### src/rtl/mips_pkg.sv
// Shared MIPS pipeline constants and
// inter-stage bundle types.
package mips_pkg;
  localparam int XLEN = 32;

  localparam logic [XLEN-1:0] RESET_PC_DEF  = 32'h0000_0000;
  localparam logic [XLEN-1:0] PC_STEP_DEF   = 32'h0000_0001;
  localparam logic [XLEN-1:0] NOP_INSTR_DEF = 32'h0000_0000;

  typedef struct packed {
    logic [XLEN-1:0] instr;
    logic [XLEN-1:0] pc_next;
    logic            valid;
  } if_id_t;
endpackage

### src/rtl/pc_unit.sv
// Program counter register and next-PC
// select for the fetch stage.
module pc_unit
  import mips_pkg::*;
#(
  parameter logic [XLEN-1:0] RESET_PC = RESET_PC_DEF,
  parameter logic [XLEN-1:0] PC_STEP  = PC_STEP_DEF
) (
  input  logic            clk,
  input  logic            reset,
  input  logic            stall,
  input  logic            branch_taken,
  input  logic [XLEN-1:0] branch_target,
  input  logic            jump,
  input  logic [XLEN-1:0] jump_target,
  output logic [XLEN-1:0] pc,
  output logic [XLEN-1:0] pc_plus
);

  logic [XLEN-1:0] pc_d;
  logic [XLEN-1:0] pc_q;

  assign pc      = pc_q;
  assign pc_plus = pc_q + PC_STEP;

  // Redirects beat stall so a resolved
  // transfer is never dropped.
  always_comb begin
    pc_d = pc_plus;
    if (jump) begin
      pc_d = jump_target;
    end else if (branch_taken) begin
      pc_d = branch_target;
    end else if (stall) begin
      pc_d = pc_q;
    end
  end

  always_ff @(posedge clk or posedge reset) begin
    if (reset) begin
      pc_q <= RESET_PC;
    end else begin
      pc_q <= pc_d;
    end
  end

endmodule

### src/rtl/fetch_stage.sv
// MIPS IF stage: drives imem from the PC
// and registers the fetched word into IF/ID.
module fetch_stage
  import mips_pkg::*;
#(
  parameter logic [XLEN-1:0] RESET_PC  = RESET_PC_DEF,
  parameter logic [XLEN-1:0] PC_STEP   = PC_STEP_DEF,
  parameter logic [XLEN-1:0] NOP_INSTR = NOP_INSTR_DEF
) (
  input  logic            clk,
  input  logic            reset,
  input  logic            stall,
  input  logic            flush,
  input  logic            branch_taken,
  input  logic [XLEN-1:0] branch_target,
  input  logic            jump,
  input  logic [XLEN-1:0] jump_target,
  output logic [XLEN-1:0] imem_addr,
  input  logic [XLEN-1:0] imem_rdata,
  output logic [XLEN-1:0] pc,
  output logic [XLEN-1:0] if_id_instr,
  output logic [XLEN-1:0] if_id_pc_next,
  output logic            if_id_valid
);

  logic [XLEN-1:0] pc_plus;
  if_id_t          if_id_d;
  if_id_t          if_id_q;
  if_id_t          bubble;

  pc_unit #(
    .RESET_PC (RESET_PC),
    .PC_STEP  (PC_STEP)
  ) u_pc (
    .clk           (clk),
    .reset         (reset),
    .stall         (stall),
    .branch_taken  (branch_taken),
    .branch_target (branch_target),
    .jump          (jump),
    .jump_target   (jump_target),
    .pc            (pc),
    .pc_plus       (pc_plus)
  );

  assign imem_addr = pc;

  assign bubble.instr   = NOP_INSTR;
  assign bubble.pc_next = '0;
  assign bubble.valid   = 1'b0;

  // Flush beats stall: a squashed slot
  // becomes a bubble even while held.
  always_comb begin
    if_id_d.instr   = imem_rdata;
    if_id_d.pc_next = pc_plus;
    if_id_d.valid   = 1'b1;
    if (flush) begin
      if_id_d = bubble;
    end else if (stall) begin
      if_id_d = if_id_q;
    end
  end

  always_ff @(posedge clk or posedge reset) begin
    if (reset) begin
      if_id_q <= bubble;
    end else begin
      if_id_q <= if_id_d;
    end
  end

  assign if_id_instr   = if_id_q.instr;
  assign if_id_pc_next = if_id_q.pc_next;
  assign if_id_valid   = if_id_q.valid;

endmodule

### config.mk
export PLATFORM = sky130hd
export DESIGN_NAME = fetch_stage
export DESIGN_NICKNAME = d
export VERILOG_FILES = /design/src/rtl/mips_pkg.sv /design/src/rtl/pc_unit.sv /design/src/rtl/fetch_stage.sv
export SDC_FILE = /design/constraint.sdc
export NUM_CORES = 1
export LEC_CHECK = 0
export BUFFER_PORTS_ARGS = -buffer_cell sky130_fd_sc_hd__buf_4
export CAP_MARGIN = 15
export CORE_ASPECT_RATIO = 0.75
export CORE_MARGIN = 2
export CORE_UTILIZATION = 52
export DETAILED_ROUTE_END_ITERATION = 7
export GPL_TIMING_DRIVEN = 1
export PLACE_DENSITY = 0.83
export SYNTH_ARGS = -nofsm -noshare
export SYNTH_HDL_FRONTEND = slang
export SYNTH_SLANG_ARGS = --single-unit
### constraint.sdc
create_clock -name clk -period 8.41 [get_ports clk]
set_clock_uncertainty 0.05 [all_clocks]
set_input_delay 1.2615 -clock clk [delete_from_list [all_inputs] [get_ports clk]]
set_output_delay 1.2615 -clock clk [all_outputs]
set_load 0.05 [all_outputs]
* After elaboration in Yosys (flattened, before gate mapping)
Cells that the tools add are included.
Operators by class: muxes and demuxes 5, eq/ne operators 2, add/subtract/negate cells 1
Operator list (number):
- $mux 65 | 2
- $mux 32 | 3
- $add 32x1->32 const B | 1
- $ne 3x1->1 const B | 1
- $ne 2x1->1 const B | 1
Word-level totals: register bits 97, output and inout port bits 129, logic and storage cells 12, input port bits 102

* Depth between registers and ports, before layout
depth after elaboration 4, gate-level depth with buffers 7

* Hierarchy
A second synthesis with hierarchy kept.
Second synthesis, totals: cell total of the unflattened synthesis 562, area total of the unflattened synthesis 5536.6 µm²
By module, submodules not included:
- fetch_stage | times used 1, cells an instance 242, sequential area each 1626.6 µm², area an instance 2881.5 µm²
- pc_unit | times used 1, cells an instance 320, sequential area each 800.8 µm², area an instance 2655.0 µm²

* Worst setup path before layout
No wires, ideal clock.
path type register to register, start point register u_pc.pc_q[8], in the netlist u_pc.pc[8], end point register if_id_q, in the netlist if_id_pc_next[31], period minus slack after synthesis 2793 ps, setup slack 5617 ps, buffers on the path 2, stages on the path, launching flop included 8, arrival time 2657 ps, cell sequence dfrtp_1 > buf_2 > nand4_4 > or4_1 > buf_2 > or4_4 > xor2_1 > a211oi_2
Between the ends: cells in the longest elaborated chain, start to end 3
Ends and longest elaborated chain:
- start: declaration | RTL line pc_unit.sv:21 | logic [XLEN-1:0] pc_q;
- start signal: assignment | RTL line pc_unit.sv:43 | pc_q <= pc_d;
- $add 32x1->32 | RTL line pc_unit.sv:24 | assign pc_plus = pc_q + PC_STEP;
- $mux 65 | RTL line fetch_stage.sv:60 | end else if (stall) begin
- $mux 65 | RTL line fetch_stage.sv:58 | if (flush) begin
- end signal: assignment | RTL line fetch_stage.sv:67 | if_id_q <= bubble;
- end signal: assignment | RTL line fetch_stage.sv:69 | if_id_q <= if_id_d;
- end: declaration | RTL line fetch_stage.sv:28 | if_id_t if_id_q;
Every way passes these cells. The select of a mux whose other input is x is not followed. A chain may end at the register's enable or synchronous reset.

* Final worst setup path
start point input port stall, end point register u_pc.pc_q[17], in the netlist u_pc.pc[17]
Between the ends: cells in the longest elaborated chain, start to end 1
Ends and longest elaborated chain:
- start: declaration | RTL line fetch_stage.sv:12 | input logic stall,
- $ne 3x1->1 (no line)
Every way passes these cells.

==> flow_summary.toml <==
[outcome]
outcome = "complete, no violations"

[sta]
worst_hold_slack_ps = 477
maxSlewViolCount = 0
max_freq_ghz = 0.277
fin_crit_sh_pct = 43.0
finalCriticalPeriod_ps = 3610
setup_tns_ps = 0
hold_violations = 0
rsz0062_at_grt = "false"
setup_viol = 0
worst_slew_pin_slew_ps = 966
slew_headroom_pct = 35.1

[critical_path]
start_kind = "input pin"
critPathCaptureType = "flop"
cp.arrival_ps = 3780
required_ps = 8570
timing.rr.start = "u_pc.pc[0]"
path_cells = "buf_4 > inv_2 > nor2_1 > a21oi_1 > a2bb2oi_1"
critical_path_class = "in2reg"
slowest_stage = "nor2_1"
worstPathMaxFanout = 70
worstSetupStartpoint = "stall"
crit_path_max_incr_delay_ps = 840

[clock_tree]
htree_levels = 3
cts.clk_slew.worst_paths_ps = 60
worstSkewPairLatency_ps = 340
numClockSinks = 97
cts_hold_buf = 0
cts_max_path_buffers = 2
cts_tree = "yes"
cts_resized = 0
cts_root_buf = "clkbuf_16"
numCtsBuffers = 9
postCtsSetupRepairBufs = 0

[detailed_routing]
routed_wl_um = 16400
drt.antenna.violating_nets = 0
wire_per_inst_um = 18.6
drc = 0
drtIter0Drc = 410
vias = 5112
firstDrtPassIters = 5
vias_per_cell = 5.80

[cells_and_area]
antennaDiodeCount = 0
layout_common_cells = "buf_4, dfrtp_1, nor2_1, mux2i_1"
nNetsFinal = 847
instances_no_fill = 881
num-fill-cells = 737
area.growth.synth_to_final_pct = 34.2
drive_gt1_share_pct = 33.9
final_common_cell = "buf_4"

[logic_synthesis]
ys_ff_latch = 97
synthFlopType = "dfrtp_1"
syn-num-nets = 673
ys_seq_area_share_pct = 45.6
avgSynthCellArea_um2 = 9.34
synth_warnings = 0
netlist_instances = 570
async_flop_share_pct = 100
synth-edff-count = 0
synth_cell_type_count = 48
netlist_area_mm2 = 0.00533

[floorplanning]
die_height_um = 91.7
core.rowCount = 31
start_util_pct = 54.3
core-area_mm2 = 0.00981
die_x_um = 121
ios = 231
die-area_mm2 = 0.0111

[power]
power.density_mw_per_mm2 = 197
irDropWorstVdd_mv = 0.161
leakagePower_uw = 0.00346

[min_path]
hold_class = "reg2reg"
hold_start = "if_id_instr[26]"

[global_routing]
grt_usage_pct = 29.6
grt_max_degree = 71
first_global_vias = 5007
grt_remaining_overflow = 0
antenna_found_initial = 0
grt_first_pass_wirelength_um = 25700

[flow_run]
drv_cap = 0

[placement]
dp_cells = 865
dp_hpwl_um = 11600
portBuffers = 230
gp_congestion = 0.883
## cells by family after synthesis
| family | count (synthesis) | share of synthesized area, % |
|---|---|---|
| buffers and inverters | 82 | 8.10 |
| adder cells (fa/ha/maj) | 1 | 0.235 |
| multiplexers | 43 | 8.08 |
| AND/OR/NAND/NOR | 185 | 16.6 |
| AO/OA/AOI/OAI | 116 | 13.9 |
| flip-flops | 97 | 45.6 |
| XOR/XNOR | 46 | 7.56 |
## cells in the mapped netlist (all sizes together), types with 2 or more instances
cell	n	area share (%)
a221oi	4	0.66
o31ai	3	0.42
a22oi	10	1.4
dfrtp	97	46
xnor2	21	3.5
o221ai	2	0.33
and4	4	0.66
o31a	2	0.33
buf	39	5.1
or4	5	0.78
xor2	25	4.1
a31oi	2	0.23
and3	5	0.59
nand2b	3	0.35
nand2	37	2.6
nor2	82	5.8
inv	14	0.99
a211oi	19	2.8
and2	3	0.35
clkbuf	29	2.0
a2bb2oi	2	0.33
o22ai	6	0.70
mux2i	43	8.1
nor4b	2	0.33
o21ai	21	2.0
nor3	8	0.75
a21oi	37	3.5
nor4	6	0.94
nand4	12	1.7
nand3	16	1.5
## routing by layer
metal	routed length, µm	vias to the layer above	global-route usage, %
met2	8090	281	49.6
met3	1660	17	6.28
met5	0	-	0
li1	-	2329	-
met4	210	0	6.98
met1	6410	2485	39.6
## path summary, 6_finish.rpt
path	to	slack [ps]	cells past startpoint
max	u_pc.pc[17]	4800	5
min	if_id_instr[26]	480	2
max reg2reg	if_id_pc_next[22]	5560	6
min reg2reg	if_id_instr[26]	480	2
max in group asynchronous	u_pc.pc[13]	6220	3
min in group asynchronous	if_id_instr[8]	890	2
## power breakdown
group          total [µW]  switching, µW  internal [µW]
Clock                 410            172            238
Combinational         448            301            147
Sequential            553           50.9            503
## final cells by class
| class | instances | area, µm² | area share [%] |
|---|---|---|---|
| Multi-Input combinational cell | 391 | 2470 | 34.5 |
| Sequential cell | 97 | 2430 | 34.0 |
| Timing Repair Buffer | 231 | 1730 | 24.3 |
| Clock buffer | 11 | 243 | 3.40 |
| Tap cell | 132 | 165 | 2.31 |
| Clock inverter | 5 | 55.1 | 0.770 |
| Inverter | 14 | 55.1 | 0.770 |
## worst max-delay path, delay by kind of cell
| kind | cells | cell delay [ps] |
|---|---|---|
| buf+inv | 2 | 1330 |
| simple gates | 1 | 840 |
| compound gates | 2 | 290 |
## registers in the layout, summed over array words and instances (netlist names)
signal	cells
if_id_instr	32
if_id_pc_next	32
u_pc.pc	32
if_id_valid	1
## per-stage QoR
step	area (µm²)	util, %	setup WS (ps)	power (µW)
floorplan	5330	-	4560	869
global placement	6850	69.8	4610	999
detailed placement	6850	69.8	4480	1010
CTS	7150	72.8	4840	1410
global route	7150	72.8	4580	1460
finish	7150	72.8	4800	1410
Power figures use the tool's default switching activity.
